===== config.mk =====
export PLATFORM = sky130hd
export DESIGN_NAME = decode_queue
export DESIGN_NICKNAME = d
export VERILOG_FILES = /design/src/rtl/decode_queue.sv
export SDC_FILE = /design/constraint.sdc
export NUM_CORES = 1
export LEC_CHECK = 0
export BUFFER_PORTS_ARGS = -buffer_cell sky130_fd_sc_hd__buf_2
export CELL_PAD_IN_SITES_DETAIL_PLACEMENT = 0
export CELL_PAD_IN_SITES_GLOBAL_PLACEMENT = 1
export CORE_MARGIN = 3
export CORE_UTILIZATION = 36
export DETAILED_ROUTE_END_ITERATION = 16
export GPL_TIMING_DRIVEN = 0
export HOLD_SLACK_MARGIN = 0.06
export PLACE_DENSITY_LB_ADDON = 0.2
export SLEW_MARGIN = 5
export SYNTH_ARGS = -nofsm -noshare
export SYNTH_HDL_FRONTEND = slang
export SYNTH_SLANG_ARGS = --single-unit

===== constraint.sdc =====
create_clock -name clk -period 12.4 [get_ports clk]
set_clock_uncertainty 0.2 [all_clocks]
set_input_delay 0.62 -clock clk [delete_from_list [all_inputs] [get_ports clk]]
set_output_delay 0.62 -clock clk [all_outputs]
set_load 0.01 [all_outputs]

===== src/rtl/decode_queue.sv =====
// Decode stage: a DEPTH-entry circular instruction queue between fetch and execute,
// whose head is decoded combinationally by decode_inst.

module decode_inst (
    input  logic [31:0] inst,
    output logic [6:0]  opcode,
    output logic [4:0]  rd,
    output logic [4:0]  rs1,
    output logic [4:0]  rs2,
    output logic [2:0]  funct3,
    output logic [6:0]  funct7,
    output logic [31:0] imm,
    output logic        decode_valid
);
    assign opcode = inst[6:0];
    assign rd     = inst[11:7];
    assign funct3 = inst[14:12];
    assign rs1    = inst[19:15];
    assign rs2    = inst[24:20];
    assign funct7 = inst[31:25];

    always_comb begin
        imm          = '0;
        decode_valid = 1'b1;
        case (inst[6:0])
            7'h03, 7'h13, 7'h67, 7'h73, 7'h0F:
                imm = {{20{inst[31]}}, inst[31:20]};
            7'h23:
                imm = {{20{inst[31]}}, inst[31:25], inst[11:7]};
            7'h63:
                imm = {{19{inst[31]}}, inst[31], inst[7], inst[30:25], inst[11:8], 1'b0};
            7'h37, 7'h17:
                imm = {inst[31:12], 12'h000};
            7'h6F:
                imm = {{11{inst[31]}}, inst[31], inst[19:12], inst[20], inst[30:21], 1'b0};
            7'h33:
                imm = '0;
            default:
                decode_valid = 1'b0;
        endcase
    end
endmodule

module decode_queue #(
    parameter int DEPTH     = 4,
    parameter int PC_WIDTH  = 32,
    parameter int EXC_WIDTH = 6
) (
    input  logic                       clk,
    input  logic                       reset,
    input  logic [31:0]                inst,
    input  logic [PC_WIDTH-1:0]        inst_pc,
    input  logic                       inst_valid,
    input  logic [EXC_WIDTH-1:0]       exception_num_in,
    input  logic                       exception_valid_in,
    output logic                       fetch_stall,
    input  logic                       flush,
    output logic [6:0]                 opcode,
    output logic [4:0]                 rd,
    output logic [4:0]                 rs1,
    output logic [4:0]                 rs2,
    output logic [2:0]                 funct3,
    output logic [6:0]                 funct7,
    output logic [31:0]                imm,
    output logic [PC_WIDTH-1:0]        inst_pc_out,
    output logic                       valid,
    input  logic                       stall,
    output logic [EXC_WIDTH-1:0]       exception_num_out,
    output logic                       exception_valid_out,
    output logic [$clog2(DEPTH+1)-1:0] count
);
    localparam int PTR_W = $clog2(DEPTH);
    localparam int CNT_W = $clog2(DEPTH+1);

    logic [31:0]          mem_inst      [DEPTH];
    logic [PC_WIDTH-1:0]  mem_pc        [DEPTH];
    logic [EXC_WIDTH-1:0] mem_exc_num   [DEPTH];
    logic                 mem_exc_valid [DEPTH];

    logic [PTR_W-1:0] rd_ptr;
    logic [PTR_W-1:0] wr_ptr;

    logic empty;
    logic full;
    logic pop;
    logic push;
    logic decode_valid;
    logic head_exc_valid;

    assign empty = (count == '0);
    assign full  = (count == CNT_W'(DEPTH));
    assign pop   = ~empty & ~stall & ~flush;
    // A full queue still takes a new entry when the head leaves in the same cycle.
    assign push  = inst_valid & ~flush & (~full | pop);

    assign valid       = pop;
    assign fetch_stall = ~flush & full & ~pop;

    always_ff @(posedge clk) begin
        if (reset) begin
            rd_ptr <= '0;
            wr_ptr <= '0;
            count  <= '0;
            for (int i = 0; i < DEPTH; i++) begin
                mem_inst[i]      <= '0;
                mem_pc[i]        <= '0;
                mem_exc_num[i]   <= '0;
                mem_exc_valid[i] <= 1'b0;
            end
        end else if (flush) begin
            rd_ptr <= '0;
            wr_ptr <= '0;
            count  <= '0;
        end else begin
            if (push) begin
                mem_inst[wr_ptr]      <= inst;
                mem_pc[wr_ptr]        <= inst_pc;
                mem_exc_num[wr_ptr]   <= exception_num_in;
                mem_exc_valid[wr_ptr] <= exception_valid_in;
                wr_ptr                <= wr_ptr + PTR_W'(1);
            end
            if (pop) begin
                rd_ptr <= rd_ptr + PTR_W'(1);
            end
            case ({push, pop})
                2'b10:   count <= count + CNT_W'(1);
                2'b01:   count <= count - CNT_W'(1);
                default: count <= count;
            endcase
        end
    end

    decode_inst u_decode (
        .inst         (mem_inst[rd_ptr]),
        .opcode       (opcode),
        .rd           (rd),
        .rs1          (rs1),
        .rs2          (rs2),
        .funct3       (funct3),
        .funct7       (funct7),
        .imm          (imm),
        .decode_valid (decode_valid)
    );

    assign inst_pc_out    = mem_pc[rd_ptr];
    assign head_exc_valid = mem_exc_valid[rd_ptr];

    // Fetch exceptions outrank the illegal-instruction code (2).
    assign exception_valid_out = ~empty & (head_exc_valid | ~decode_valid);
    assign exception_num_out   = head_exc_valid ? mem_exc_num[rd_ptr]
                               : (~decode_valid ? EXC_WIDTH'(2) : EXC_WIDTH'(0));
endmodule


# After elaboration in Yosys (flattened, before gate mapping)
# Memory sizes are Yosys's and may differ from the RTL's. A register that Yosys moved wholly into a read port is not among the register bits.
# Index checks and enable logic that the tools add are counted.
[classes]
add_sub_neg = 4
n_eq_ne = 14
muxes = 31
bitwise = 15
n_reduce_logical = 10
[ops]
columns = ["operator", "n"]
rows = [
  ["$pmux 32 s5", 1],
  ["$mux 32", 2],
  ["$reduce_or 32->1", 2],
  ["$eq 7x7->1 const B", 4],
  ["$mux 2", 13],
  ["$eq 7x6->1 const B", 3],
  ["$eq 7x5->1 const B", 2],
  ["$mux 1", 12],
  ["$mux 6", 2],
  ["$reduce_or 11->1", 1],
  ["$and 1x1->1", 7],
  ["$eq 7x2->1 const B", 1],
  ["$eq 7x4->1 const B", 1],
  ["$not 1->1", 6],
  ["$pmux 3 s2", 1],
  ["$reduce_or 6->1", 1],
  ["$reduce_or 5->1", 1],
  ["$add 2x1->2 const B", 2],
  ["$reduce_or 2->1", 2],
  ["$add 3x1->3 const B", 1],
  ["$eq 3x3->1 const B", 1],
  ["$logic_not 3->1", 1],
  ["$sub 3x1->3 const B", 1],
  ["$eq 2x1->1 const B", 1],
  ["4 further kinds", 5],
]
[totals]
register_bits = 7
mem_bits_rw = 284
in_bits = 76
output_inout_bits = 108
word_cells = 81
memories = 4
[memory_table]
columns = ["name", "depth", "word_bits", "read_ports", "rd_clocked_by_memory_dff", "write_ports", "line", "source"]
rows = [
  ["mem_inst", 4, 32, 1, 1, 4, "75", "logic [31:0] mem_inst [DEPTH];"],
  ["mem_pc", 4, 32, 1, 1, 4, "76", "logic [PC_WIDTH-1:0] mem_pc [DEPTH];"],
  ["mem_exc_num", 4, 6, 1, 1, 4, "77", "logic [EXC_WIDTH-1:0] mem_exc_num [DEPTH];"],
  ["mem_exc_valid", 4, 1, 1, 1, 4, "78", "logic mem_exc_valid [DEPTH];"],
]

# Longest topological paths before layout
[logic_depth]
depth_word = 12
ltp_mapped = 10
ltp_nobuf = 9

# Modules after synthesis
# A second synthesis with hierarchy kept.
[unflattened]
hier_cells = 949
area_unflattened_um2 = 13415.4
[modules_own_cells]
columns = ["module", "n_inst", "cells_each", "area_per_inst_um2", "seq_area_each_um2"]
rows = [
  ["decode_queue", 1, 829, 12570.8, 8708.4],
  ["decode_inst", 1, 120, 844.6, 0.0],
]

# Least setup slack after synthesis
# OpenSTA, ideal clock, no wires.
[synth_path]
path_type = "input-to-reg"
start = "input port stall"
end = "memory mem_exc_num[1][0] (enable)"
setup_time_ns = 0.515
t_arrival_ns = 4.404
required_time_ns = 11.685
path_slack_ns = 7.281
stages = 5
path_buffers = 1
cell_sequence = "nand4bb_1 -> and3b_1 -> buf_2 -> nand2_1 -> o21bai_1"
[synth_rtl]
columns = ["element", "line", "source"]
rows = [
  ["from (decl)", "67", "input logic stall,"],
  ["to (decl)", "77", ""],
]

==> results.md <==
- Largest net degree at the start of global routing: 46
- ANT nets after route: 0
- Worst Hold Path EP: mem_pc[2][12]
- Cell Pwr Density: 142 nW/um^2
- Global Route Usage Sum: 17.7%
- Measured slew at the worst slew-check pin: 1.27 ns
- LEAKAGE: 6.38 nW
- Drt first pass iters: 5
- Max-cap viol count: 0
- Area after DPL: 14900 sq um
- Grt ovf: 0
- Finished Layout Cells: 1563
- CP Data Arrival Time: 3.23 ns
- Reg2reg end: mem_inst[1][31]
- Post-route DRC: 0
- Global-route wire length before repair: 51700 um
- Commonest cells post-synth: edfxtp_1, and2_1, and3_1
- Synth async-reset ratio: 0%
- Critical path type: reg2out
- Post-synthesis register bit count: 293
- Routed vias: 7791
- Period utilisation layout: 32.6%
- Initial Util: 36.9%
- Max-slew headroom: 14.9%
- Yosys warns: 0
- Post-route cell area: 16000 sq um
- Path depth of the worst reg2reg path: 7
- Cells after Synth: 852
- Peak Freq: 247 MHz
- Top cells by area, synth: edfxtp_1, mux4_2, and2_1, and3_1, dfxtp_1
- Number of fill cells: 3329
- CP Capture Type: output pin
- Tot Pwr: 2.28 mW
- Vias/cell: 4.98
- CTS max path bufs: 3
- Port Buffer Count: 183
- Setup TNS: 0 ns
- Root Driver: clkbuf_16
- CTS tree: yes
- Core Box Area: 35900 sq um
- Worst path required time: 11.58 ns
- DR iter-0 viols: 386
- Status: complete, no violations
- Clock Sinks: 293
- Ports: 184
- Die area: 39100 sq um
- Final setup viols: 0
- Share of the synthesized area in the top cell type: 64.4%
- Routability cong.: 0.766
- CTS buffer count: 34
- Placed instance count: 1502
- P&R area growth vs syn: 20.8%
- Min Tclk post-route: 4.05 ns
- Nets: 1155
- Vias in the first global route: 8248
- Reg clk slew, reported paths: 0.06 ns
- FP Rows: 69
- Dpl hpwl: 22900 um
- CP Max Fanout: 10
- Hold buffers post-CTS: 0
- Most common cell in the netlist: edfxtp_1
- Avg Inst Size Synth: 15.6 sq um
- WL final: 34600 um
- Chip Width: 198 um
- RR Startpoint: count[0]
- Slew Limit Fails: 0
- Skew-Pair Late Insertion Delay: 0.50 ns
- EDFF count, synth: 284
- Post-CTS Setup Inserts: 0
- Worst Hold Launch: inst_pc[12]
- Tightest Hold Check Type: in2reg
- DR WL/cell: 22.1 um
- Post-cts gate resize count: 0
- Netlist cell types: 54
- Hold_ws: 0.226 ns
- H-tree level count: 2
- Mapped Nets: 930
- Top cell type by total area after synthesis: edfxtp_1
- Crit path launch type: flop
- Die Y-Extent: 198 um
- Maximum vdd drop: 0.111 mV
- Seq/Total Area, Yosys: 65.7%
- Antenna violations before repair: 6
- Ys flop type: edfxtp_1
- Mapped Area: 13200 sq um
- R2R Setup Slk: 9.33 ns
- RSZ-0062 raised after global routing: false
- Hold depth: 2
- Fin. Hold Viols: 0
- Share of layout cells above drive strength 1: 30.7%
[worst max-delay path: stages (launching register included)]
cell      delay (ns)
dfxtp_1         0.30
buf_2           0.23
buf_2           0.35
clkbuf_1        0.62
buf_1           0.63
mux4_2          0.43
buf_2           0.16
[worst max-delay path by stage]
stage,to,slack (ns),cells past startpoint
3_5_place_dp,inst_pc_out[21],8.80,6
5_1_grt,inst_pc_out[7],8.16,6
6_report,inst_pc_out[8],8.35,6
3_3_place_gp,mem_inst[1][17],3.82,6
4_1_cts,inst_pc_out[21],8.25,6
2_1_floorplan,mem_exc_num[1][0],7.28,5
[layer usage]
metal / track usage (%) / vias to the layer above / part of all wire [%]
met3: 3.25 / 50 / 5.2
met2: 29.7 / 195 / 49
li1: - / 3658 / -
met1: 24.1 / 3880 / 44
met4: 4.19 / 8 / 1.6
met5: 0 / - / 0.18
[cells in the final DEF (no fill, tap or decap), types with 2 or more instances in the layout]
master,n
a21o_1,12
a21oi_1,6
a22o_1,4
a31o_4,2
and2_1,216
and3_1,73
buf_1,3
buf_12,3
buf_16,3
buf_2,196
buf_4,2
buf_6,3
bufinv_16,2
clkbuf_1,55
clkbuf_16,37
clkinv_1,3
clkinv_2,3
dfxtp_1,9
edfxtp_1,284
inv_1,6
mux2_2,2
mux4_2,70
nand2_1,23
nand3_1,2
nor2_1,18
nor2b_1,9
nor3_1,3
o21ai_0,4
o21ai_1,11
xnor2_1,2
xor2_1,4
[sequential cells by signal, summed over array words and instances (netlist names), named ones only]
signal	count
mem_exc_valid	4
mem_pc	128
wr_ptr	2
mem_inst	128
mem_exc_num	24
count	3
rd_ptr	2
[where the power goes]
part | leakage (nW) | switching, mW | internal [mW]
Sequential | 3.01 | 0.0110 | 1.13
Clock | 0.523 | 0.378 | 0.593
Combinational | 2.85 | 0.0998 | 0.0647
[through the flow]
stage               util (%)  setup slack (ns)
floorplan                  -              7.28
global placement        41.0              3.82
detailed placement      41.5              8.80
CTS                     44.6              8.25
global route            44.6              8.16
finish                  44.6              8.35
[kinds of logic after synthesis]
kind of cell	synth area share, %
AOI/OAI and AO/OA	2.79
and+or+nand+nor	16.3
DFF	65.7
buffers and inverters	2.30
muxes	12.1
xor gates and xnor gates	0.397
adders and majority gates	0.331
[final cells by class]
class | count | area, sq um | share of cell area [%]
Buffer | 62 | 279 | 1.74
Sequential cell | 293 | 8710 | 54.4
Tap cell | 461 | 577 | 3.60
Timing Repair Buffer | 189 | 1060 | 6.61
Clock buffer | 52 | 992 | 6.20
Antenna cell | 1 | 2.50 | 0.0156
Clock inverter | 8 | 90.1 | 0.563
Multi-Input combinational cell | 490 | 4270 | 26.7
Inverter | 7 | 26.3 | 0.164
Note: power is estimated with default switching activity, not from simulation.
